### config.mk
export PLATFORM = sky130hd
export DESIGN_NAME = seg_scan_driver_ca
export DESIGN_NICKNAME = d
export VERILOG_FILES = /design/src/rtl/seg_pkg.sv /design/src/rtl/seg_scan_tick.sv /design/src/rtl/seg_scan_driver_ca.sv
export SDC_FILE = /design/constraint.sdc
export NUM_CORES = 1
export LEC_CHECK = 0
export BUFFER_PORTS_ARGS = -buffer_cell sky130_fd_sc_hd__buf_4
export CORE_ASPECT_RATIO = 1.4
export CORE_MARGIN = 1.5
export CORE_UTILIZATION = 40
export CTS_CLUSTER_SIZE = 24
export DETAILED_ROUTE_END_ITERATION = 7
export PLACE_DENSITY = 0.73
export SLEW_MARGIN = 10
export SYNTH_ARGS = -nofsm -noshare
export SYNTH_HDL_FRONTEND = slang
export SYNTH_HIERARCHICAL = 1
export SYNTH_SLANG_ARGS = --single-unit
### constraint.sdc
create_clock -name clk -period 2.55 [get_ports clk]
set_clock_uncertainty 0.2 [all_clocks]
set_input_delay 0.255 -clock clk [delete_from_list [all_inputs] [get_ports clk]]
set_output_delay 0.255 -clock clk [all_outputs]
set_load 0.01 [all_outputs]
### src/rtl/seg_pkg.sv
// rtl/seg_pkg.sv - shared constants and scan state encoding for the 7-segment scan driver
package seg_pkg;

  localparam logic [7:0] SEG_BLANK = 8'hFF;
  localparam int         DP_BIT    = 7;

  typedef enum logic [1:0] {
    IDLE  = 2'd0,
    BLANK = 2'd1,
    ON    = 2'd2
  } scan_state_e;

endpackage

### src/rtl/seg_scan_tick.sv
// rtl/seg_scan_tick.sv - per-digit slot counter with slot start / blank end / slot end strobes
module seg_scan_tick #(
  parameter int SCAN_DIV     = 50000,
  parameter int BLANK_CYCLES = 500
) (
  input  logic clk,
  input  logic rst,
  input  logic run,
  output logic slot_start,
  output logic blank_end,
  output logic slot_end
);

  localparam int CW      = $clog2(SCAN_DIV);
  localparam int BL_LAST = (BLANK_CYCLES > 0) ? BLANK_CYCLES - 1 : 0;

  logic [CW-1:0] cnt_q, cnt_d;

  // blank_end marks the last blank cycle, so the FSM is in ON once cnt reaches BLANK_CYCLES
  always_comb begin
    slot_start = (cnt_q == '0);
    slot_end   = (cnt_q == CW'(SCAN_DIV - 1));
    blank_end  = (BLANK_CYCLES > 0) && (cnt_q == CW'(BL_LAST));
  end

  always_comb begin
    cnt_d = '0;
    if (run) begin
      cnt_d = slot_end ? '0 : cnt_q + CW'(1);
    end
  end

  always_ff @(posedge clk or posedge rst) begin
    if (rst) begin
      cnt_q <= '0;
    end else begin
      cnt_q <= cnt_d;
    end
  end

endmodule

### src/rtl/seg_scan_driver_ca.sv
// rtl/seg_scan_driver_ca.sv - time-multiplexed common-anode 7-segment scan driver
// Blanking between digits, per-digit blink and dp insertion; all outputs registered.
module seg_scan_driver_ca
  import seg_pkg::*;
#(
  parameter int NUM_DIGITS        = 6,
  parameter int SCAN_DIV          = 50000,
  parameter int BLANK_CYCLES      = 500,
  parameter int BLINK_HALF_FRAMES = 100,
  parameter int DIG_ACTIVE_LOW    = 1
) (
  input  logic                    clk,
  input  logic                    rst,
  input  logic                    enable,
  input  logic [8*NUM_DIGITS-1:0] seg_in,
  input  logic [NUM_DIGITS-1:0]   dp_mask,
  input  logic [NUM_DIGITS-1:0]   blink_mask,
  output logic [7:0]              dula_out,
  output logic [NUM_DIGITS-1:0]   wela_out,
  output logic                    frame_done
);

  localparam int IW = $clog2(NUM_DIGITS);
  localparam int FW = (BLINK_HALF_FRAMES > 1) ? $clog2(BLINK_HALF_FRAMES) : 1;
  localparam logic [NUM_DIGITS-1:0] WELA_OFF = (DIG_ACTIVE_LOW != 0) ? '1 : '0;
  localparam scan_state_e SLOT_ENTRY = (BLANK_CYCLES == 0) ? ON : BLANK;

  scan_state_e           state_q, state_d;
  logic [IW-1:0]         idx_q, idx_d;
  logic [FW-1:0]         frame_q, frame_d;
  logic                  blink_q, blink_d;
  logic [7:0]            code_q, code_d;
  logic [7:0]            dula_q, dula_d;
  logic [NUM_DIGITS-1:0] wela_q, wela_d;
  logic                  fd_q, fd_d;

  logic                  run, slot_start, blank_end, slot_end, wrap, lit;
  logic [7:0]            sel_code, cur_code;
  logic                  sel_dp, sel_blink;
  logic [NUM_DIGITS-1:0] onehot;

  assign run = (state_q != IDLE) && enable;

  seg_scan_tick #(
    .SCAN_DIV     (SCAN_DIV),
    .BLANK_CYCLES (BLANK_CYCLES)
  ) u_tick (
    .clk        (clk),
    .rst        (rst),
    .run        (run),
    .slot_start (slot_start),
    .blank_end  (blank_end),
    .slot_end   (slot_end)
  );

  always_comb begin
    sel_code  = SEG_BLANK;
    sel_dp    = 1'b0;
    sel_blink = 1'b0;
    for (int i = 0; i < NUM_DIGITS; i++) begin
      if (idx_q == IW'(i)) begin
        sel_code  = seg_in[8*i +: 8];
        sel_dp    = dp_mask[i];
        sel_blink = blink_mask[i];
      end
    end
  end

  always_ff @(posedge clk or posedge rst) begin
    if (rst) begin
      state_q <= IDLE;
    end else begin
      state_q <= state_d;
    end
  end

  always_comb begin
    state_d = state_q;
    if (!enable) begin
      state_d = IDLE;
    end else begin
      case (state_q)
        IDLE:    state_d = SLOT_ENTRY;
        BLANK:   if (blank_end) state_d = ON;
        ON:      if (slot_end) state_d = SLOT_ENTRY;
        default: state_d = IDLE;
      endcase
    end
  end

  always_comb begin
    wrap    = run && (state_q == ON) && slot_end && (idx_q == IW'(NUM_DIGITS - 1));
    idx_d   = idx_q;
    frame_d = frame_q;
    blink_d = blink_q;
    if (!run) begin
      idx_d = '0;
    end else if ((state_q == ON) && slot_end) begin
      idx_d = wrap ? '0 : idx_q + IW'(1);
    end
    if (wrap) begin
      if (frame_q == FW'(BLINK_HALF_FRAMES - 1)) begin
        frame_d = '0;
        blink_d = ~blink_q;
      end else begin
        frame_d = frame_q + FW'(1);
      end
    end
    // Latching once per slot keeps a mid-slot seg_in change from tearing the digit
    code_d = (run && slot_start) ? sel_code : code_q;
  end

  always_comb begin
    cur_code         = slot_start ? sel_code : code_q;
    cur_code[DP_BIT] = cur_code[DP_BIT] & ~sel_dp;
    onehot           = {{(NUM_DIGITS-1){1'b0}}, 1'b1} << idx_q;
    lit              = enable && (state_q == ON) && !(blink_q && sel_blink);
    dula_d           = lit ? cur_code : SEG_BLANK;
    wela_d           = lit ? (WELA_OFF ^ onehot) : WELA_OFF;
    fd_d             = wrap;
  end

  always_ff @(posedge clk or posedge rst) begin
    if (rst) begin
      idx_q   <= '0;
      frame_q <= '0;
      blink_q <= 1'b0;
      code_q  <= SEG_BLANK;
      dula_q  <= SEG_BLANK;
      wela_q  <= WELA_OFF;
      fd_q    <= 1'b0;
    end else begin
      idx_q   <= idx_d;
      frame_q <= frame_d;
      blink_q <= blink_d;
      code_q  <= code_d;
      dula_q  <= dula_d;
      wela_q  <= wela_d;
      fd_q    <= fd_d;
    end
  end

  assign dula_out   = dula_q;
  assign wela_out   = wela_q;
  assign frame_done = fd_q;

endmodule
; Word-level counts from Yosys, hierarchy flattened
; Index checks and enable logic that the tools add are counted.
[word_totals]
register_bits = 52
inputBits = 63
output_inout_bits = 15
elab_cells = 77
[classes]
add_sub_neg = 3
n_eq_ne = 13
n_shift = 1
muxes = 31
bitwise_logic = 4
reduce_logical = 16
[op_table]
columns = op, n
row1 = $mux W8, 8
row2 = $mux W16, 2
row3 = $add A16 B1 Y16 const B, 1
row4 = $eq A16 B16 Y1 const B, 1
row5 = $eq A16 B9 Y1 const B, 1
row6 = $logic_not A16 Y1, 1
row7 = $mux W1, 12
row8 = $logic_and A1 B1 Y1, 9
row9 = $mux W3, 3
row10 = $add A7 B1 Y7 const B, 1
row11 = $eq A7 B7 Y1 const B, 1
row12 = $mux W7, 1
row13 = $eq A3 B2 Y1 const B, 2
row14 = $eq A3 B3 Y1 const B, 2
row15 = $mux W2, 3
row16 = $mux W6, 1
row17 = $ne A3 B3 Y1 const B, 2
row18 = $not A6 Y6, 1
row19 = $pmux W2 S3, 1
row20 = $shl A1 B3 Y6 const A, 1
row21 = $reduce_and A2 Y1, 2
row22 = $add A3 B1 Y3 const B, 1
row23 = $eq A3 B1 Y1 const B, 1
row24 = $logic_not A3 Y1, 1
row25 = other kinds (8), 9

; Longest topological paths before layout
; Gate-level depths: netlist of run 1.
[depth]
ltp_word = 11
ltp_mapped = 9
ltp_nobuf = 8

; Hierarchy
; The synthesis of run 1 kept the hierarchy.
[modules_own_cells]
columns = module, instances, cells_per_inst, area_each_um2
row1 = seg_scan_driver_ca, 1, 259, 2324.7
row2 = seg_scan_tick, 1, 90, 878.3

; Least setup slack after synthesis of run 1
; OpenSTA, ideal clock, no wires.
[synth_path]
path_kind = register to register
from = register u_tick.cnt_q[0]
to = register frame_q[1]
arrival_time_ns = 2.273
required_ns = 2.225
slack_ns = -0.047
stages_incl_launch_ff = 8
path_cell_list = dfrtp_1 > ha_1 > nand3_4 > or2_4 > nor4_1 > nand3_1 > nor2_1 > mux2_2
[synth_between]
elab_chain_cells = 3
[synth_lines]
columns = element, line
row1 = "start, declared", seg_scan_tick.sv:17  ; logic [CW-1:0] cnt_q, cnt_d;
row2 = "start signal, assigned", seg_scan_tick.sv:37  ; cnt_q <= cnt_d;
row3 = $eq A16 B16 Y1, seg_scan_tick.sv:22  ; slot_end = (cnt_q == CW'(SCAN_DIV - 1));
row4 = net slot_end, seg_scan_driver_ca.sv:37  ; logic run, slot_start, blank_end, slot_end, wrap, lit;
row5 = $logic_and A1 B1 Y1 (2 in a row), seg_scan_driver_ca.sv:92  ; wrap = run && (state_q == ON) && slot_end && (idx_q == IW'(NUM_DIGITS - 1));
row6 = net fd_d, seg_scan_driver_ca.sv:35  ; logic fd_q, fd_d;
row7 = "end signal, assigned", seg_scan_driver_ca.sv:134  ; frame_q <= frame_d;
row8 = "end, declared", seg_scan_driver_ca.sv:30  ; logic [FW-1:0] frame_q, frame_d;
; The timed path passes the listed nets, and every way through them passes these cells.
; A chain may end at the register's enable or synchronous reset.

; Worst setup path after layout of run 1
[layout_path]
from = register u_tick.cnt_q[13]
to = register frame_q[6]
[layout_between]
elab_chain_cells = 3
[layout_lines]
columns = element, line
row1 = $eq A16 B16 Y1, seg_scan_tick.sv:22
row2 = net slot_end, seg_scan_driver_ca.sv:37
row3 = $logic_and A1 B1 Y1 (2 in a row), seg_scan_driver_ca.sv:92
; The timed path passes the listed nets, and every way through them passes these cells.

==> reports/results.ini, run 1 <==
[worst_setup_path]
worstSetupStartpointType = flop
crit_fanout = 5
endpoint_kind = flop
crit_end = frame_q[6]
path_cells = or4_4 -> nor4_4 -> and3_4 -> nand4_1 -> mux2i_1 -> o311ai_1
max_stage_delay_ns = 0.57
crit_buf_inv = 0
critPathArrivalTime_ns = 2.43
path_delay_family = simple AND/OR/NAND/NOR gates
reg2reg_slack_ns = 0.1
cpMaxStageDelayCell = or4_4
criticalPathCategory = reg -> reg
reg2reg_from = u_tick/cnt_q[13]
path_depth = 6
critPathRequiredTime_ns = 2.53
ff2ff_path_depth = 6
r2r_end = frame_q[6]
crit_start = u_tick/cnt_q[13]

[finish]
fin_nets = 505
register_area_um2 = 1330
finalNonFillerCells = 535
synthToLayoutAreaGrowth_pct = 27.7
drive_above_1_share = 0.338
fillers = 745
multi_input_area_um2 = 1710
design_area_um2 = 4090
diodes = 0
post-route-util = 0.528

[grt]
overflow = 0
grt_use_total = 0.193
first_global_vias = 2965
antenna_found_initial = 0
grt_pass1_wl_um = 13100
grt_max_degree = 42

[place]
placed_area_um2 = 3910
dp.cells = 522
io_buffer_count = 77
place_congestion = 0.895
hpwl_um = 6060
post-place-ws_ns = -0.0501

[synth]
synth_seq_cells = 52
synthSimpleGateAreaFrac = 0.262
ys_async_sr_fraction = 1.00
synth_xor_area_frac = 0.0520
synthCells = 349
synth_top_family_by_area = simple AND/OR/NAND/NOR gates
yosysSeqAreaShare = 0.415
syn-cell-area_um2 = 3200
synth-edff-count = 0
synth_area_leaders = dfrtp_1 23%, dfstp_2 18%, nand2_1 5.2%
synth-compound-area-share = 0.165
synth.distinct_cells = 57
synth_top_area_frac = 0.234
synth_largest_area_cell = dfrtp_1
synthAdderAreaFrac = 0.0313
synthFlopType = dfrtp_1
yosys_warnings = 6
synth_nets = 420
synthMuxAreaShare = 0.00977
syn_area_per_cell_um2 = 9.18

[clock_network]
insertion_delay_ns = 0.31
cts_buffer_depth = 2
path_clk_slew_ns = 0.10
cts_tree = done
htree_levels = 2
cts_num_sinks = 52
cts_made_buffers = 5
root_buffer = clkbuf_8

[die]
die_x_um = 78.6
die_height_um = 109
ios = 78
num_rows = 38
core-area_um2 = 7750
die_area_um2 = 8560
initial_core_util = 0.413

[status]
status = completed

[sta]
slew_violations = 0
tightest_slew_ns = 0.612
min_period_ns = 2.45
setup_violations = 0
max_freq_ghz = 0.408
post-route-period-util = 0.962
whs_ns = 0.0835
setup_tns_ns = 0
rsz0062_at_grt = true
slew_headroom = 0.591
layout_setup_ws_ns = 0.0973
finalHoldViolations = 0

[route]
post-route-drc-count = 0
vias_per_cell = 5.36
drt_iter0_drc = 157
wl_um = 8040
dr.pass1.iters = 6
vias = 2866
detail_route.wl_per_cell_um = 15.0
final_antenna_net_count = 0

[power]
power_density_nw_per_um2 = 378
peakVddDrop_v = 0.000208
leakagePower_nw = 1.74
p_total_mw = 1.54

[run]
maxCapViolCount = 0

[worst_hold_path]
hold_path.class = in -> reg

[what timing repair did]
action / in CTS / in global routing
setup buffers: 0 / 3
pin swaps: 0 / 5
hold buffers: 2 / 0
setup endpoints to repair: 3 / 26
gates resized for setup: 1 / 8
hold endpoints to repair: 31 / 0
[routing by layer]
metal  wire (µm)  global-route usage  vias up  share of wire
met1        2950               0.208     1361           0.37
met5           0                   0        -              0
met2        4450               0.375       87           0.55
li1            -                   -     1398              -
met4         232              0.0791        0          0.029
met3         404              0.0243       20          0.050
[cells by family (layout without fill, tap and decap cells)]
family,Yosys count,count (layout)
simple gates,153,153
compound gates,72,72
flops,52,52
buf+inv,42,128
xor+xnor,19,19
fa+ha+maj,8,8
mux,3,3
[worst min path at each step]
stage | start | endpoint | slack, ns | cells after the start
after floorplan | rst | u_tick/cnt_q[0] | -0.03 | 1
after global placement | rst | u_tick/cnt_q[6] | 0.16 | 2
after detailed placement | rst | u_tick/cnt_q[6] | 0.17 | 2
after CTS | dp_mask[5] | dula_out[7] | 0.07 | 3
after global routing | dp_mask[5] | dula_out[7] | 0.08 | 3
final | dp_mask[5] | dula_out[7] | 0.08 | 3
[power breakdown]
| part | internal, mW | leakage (nW) | switching [mW] |
|---|---|---|---|
| clock | 0.200 | 0.0487 | 0.286 |
| combinational | 0.0962 | 1.05 | 0.0816 |
| sequential | 0.866 | 0.640 | 0.0147 |
| total | 1.16 | 1.74 | 0.382 |
[registers in the layout, summed over array words and instances (netlist names)]
name and count:
blink_q 1, code_q 8, dula_out 8, frame_done 1
frame_q 7, idx_q 3, state_q 2, u_tick/cnt_q 16
wela_out 6
[cell usage in the layout, fill, tap and decap left out, types with 11 or more instances in the layout]
master / Yosys / final
o21ai_0: 11 / 11
dfrtp_1: 30 / 29
nor2b_1: 12 / 12
buf_4: 3 / 93
xnor2_1: 14 / 14
nand2_1: 44 / 43
nor2_1: 29 / 29
inv_1: 22 / 22
dfstp_2: 22 / 22
a21oi_1: 19 / 19
[final cells by class]
type,count,share of cell area
repair buffers,96,0.181
clock buffers,5,0.0168
clock inverters,3,0.00643
inverters,24,0.0220
flip-flops and latches,52,0.325
multi-input cells,255,0.418
well taps,100,0.0306
[synthesized netlist by cell type (all sizes together), types with 3 or more instances]
master and count:
nand2 44, dfrtp 30, nor2 30, inv 24, dfstp 22, o21ai 20, a21oi 19, buf 15
xnor2 14, nand3 12, nor2b 12, nand4 10, o311ai 10, nand3b 9, nor3b 9, ha 8
o2111ai 7, nor3 6, nor4 6, xor2 5, and2 3, clkbuf 3
[tightest hold or removal path: cells and delay by family]
family,cells,cell delay [ns]
compound gates,1,0.08
simple gates,1,0.16
buf+inv,1,0.08
Power figures use the tool's default switching activity.
==> run 2, diff against run 1 <==
--- a/config.mk
+++ b/config.mk
@@ -9,6 +9,7 @@
 export CORE_ASPECT_RATIO = 1.4
 export CORE_MARGIN = 1.5
 export CORE_UTILIZATION = 40
+export CTS_BUF_LIST = sky130_fd_sc_hd__clkbuf_16
 export CTS_CLUSTER_SIZE = 24
 export DETAILED_ROUTE_END_ITERATION = 7
 export PLACE_DENSITY = 0.73
==> reports/results.ini, run 2 (same netlist as run 1, synthesis figures left out) <==
[status]
status = completed

[finish]
largest_reg_flops = 16  ; unchanged
multi_input_area_um2 = 1700  ; -0.80%
final_common_cell = buf_4
register_area_um2 = 1330  ; unchanged
final_cell_mix = 91 x buf_4, 43 x nand2_1, 29 x nor2_1, 29 x dfrtp_1
fin_nets = 502  ; -0.59%
top_register = u_tick/cnt_q
drive_above_1_share = 0.329  ; -0.00923
synthToLayoutAreaGrowth_pct = 28.2
fillers = 744  ; -0.13%
design_area_um2 = 4110  ; +0.43%
finalNonFillerCells = 532  ; -0.56%
diodes = 0  ; unchanged

[grt]
first_global_vias = 2966  ; +0.034%
grt_pass1_wl_um = 13300  ; +1.3%
grt_max_degree = 42  ; unchanged
grt_use_total = 0.196  ; +0.00213
antenna_found_initial = 0  ; unchanged
overflow = 0  ; unchanged

[sta]
finalHoldViolations = 0  ; unchanged
rsz0062_at_grt = true
tightest_slew_ns = 0.613  ; +0.000896 ns
whs_ns = 0.0295  ; -0.0539 ns
setup_violations = 0  ; unchanged
min_period_ns = 2.44  ; -0.0123 ns
setup_tns_ns = 0  ; unchanged
post-route-period-util = 0.957  ; -0.00482
max_freq_ghz = 0.410  ; +0.50%
slew_violations = 0  ; unchanged
slew_headroom = 0.591  ; -0.000598

[clock_network]
cts_tree = done
cts_num_sinks = 52  ; unchanged
cts_made_buffers = 5  ; unchanged
cts_buffer_depth = 2  ; unchanged
insertion_delay_ns = 0.29  ; -0.02 ns
htree_levels = 2  ; unchanged
path_clk_slew_ns = 0.07  ; -0.03 ns
root_buffer = clkbuf_16

[run]
maxCapViolCount = 0  ; unchanged

[worst_setup_path]
endpoint_kind = flop
path_cells = or4_4 -> nor4_4 -> buf_4 -> nand3b_1 -> or3_1 -> a21oi_1
critPathArrivalTime_ns = 2.45  ; +0.02 ns
cpMaxStageDelayCell = or4_4
max_stage_delay_ns = 0.59  ; +0.02 ns
criticalPathCategory = reg -> reg
worstSetupStartpointType = flop
critPathRequiredTime_ns = 2.56  ; +0.03 ns
crit_fanout = 5  ; unchanged

[power]
power_density_nw_per_um2 = 422  ; +12%
leakagePower_nw = 1.75  ; +0.74%
peakVddDrop_v = 0.000294  ; +41%
p_total_mw = 1.73  ; +12%

[place]
dp.cells = 522  ; unchanged
placed_area_um2 = 3910  ; unchanged
hpwl_um = 6060  ; unchanged
io_buffer_count = 77  ; unchanged
place_congestion = 0.895  ; unchanged

[die]
die_area_um2 = 8560  ; unchanged
die_x_um = 78.6  ; unchanged
ios = 78  ; unchanged
num_rows = 38  ; unchanged
die_height_um = 109  ; unchanged
core-area_um2 = 7750  ; unchanged
initial_core_util = 0.413  ; unchanged

[route]
drt_iter0_drc = 140  ; -11%
vias_per_cell = 5.36  ; +0.14%
final_antenna_net_count = 0  ; unchanged
post-route-drc-count = 0  ; unchanged
wl_um = 7990  ; -0.63%
vias = 2854  ; -0.42%
dr.pass1.iters = 4  ; -2
detail_route.wl_per_cell_um = 15.0  ; about the same

[worst_hold_path]
hold_path.class = in -> reg

-- run 2: cell types whose count changed in the layout (fill, tap and decap cells not counted) --
cell           delta
buf_4             -2
nand3_1           +1
dlygate4sd3_1     -1
ha_2              -1
nand3_2           -1
a31oi_2           -1
clkbuf_8          -5
ha_1              +1
clkbuf_16         +5
a31oi_1           +1
-- run 2: area by class of cell --
| class | instances | share of cell area |
|---|---|---|
| inverter | 24 | 0.0219 |
| timing repair buffer | 93 | 0.174 |
| sequential | 52 | 0.324 |
| tap | 100 | 0.0305 |
| clock inverter | 3 | 0.00640 |
| multi-input combinational | 255 | 0.413 |
| clock buffer | 5 | 0.0305 |
-- run 2: report_power, final --
| group | switching, mW | internal, mW |
|---|---|---|
| Combinational | 0.0810 | 0.0951 |
| Clock | 0.305 | 0.371 |
| Sequential | 0.0147 | 0.866 |
| Total | 0.401 | 1.33 |
-- run 2: timing repair --
item / 4_1_cts / 5_1_grt
gates resized for setup: 1 / 5
endpoints found under the setup margin: 4 / 25
hold buffers: 1 / 0
setup buffers: 0 / 1
pin swaps: 0 / 1
hold endpoints to repair: 30 / 0
-- run 2: layer usage --
metal,routed length (µm),vias up,track usage,share of wire
li1,-,1395,-,-
met4,232,0,0.0714,0.029
met2,4400,87,0.375,0.55
met5,0,-,0,0
met1,2930,1353,0.212,0.37
met3,419,19,0.0335,0.052
-- run 2: critical path: cells and delay by family (launching register included) --
kind | cells | cell delay [ns]
compound gates | 1 | 0.14
buf+inv | 1 | 0.17
flops | 1 | 0.44
simple gates | 4 | 1.41
-- run 2: per-stage QoR --
step            util  worst slack (ns)
4_1_cts        0.527            0.0175
3_5_place_dp   0.505           -0.0501
5_1_grt        0.530           -0.0154
3_3_place_gp   0.505            0.0337
2_1_floorplan      -            0.0891
6_report       0.530             0.110
-- run 2: worst paths after layout --
path	start	endpoint	slack (ns)	depth (start not counted)
worst max register to register	u_tick/cnt_q[12]	idx_q[2]	0.11	6
worst min register to register	code_q[4]	code_q[4]	0.28	2
worst min-delay path	enable	state_q[0]	0.03	2
min in group asynchronous	rst	u_tick/cnt_q[7]	0.40	3
max in group asynchronous	rst	u_tick/cnt_q[12]	1.32	3
worst max-delay path	u_tick/cnt_q[12]	idx_q[2]	0.11	6
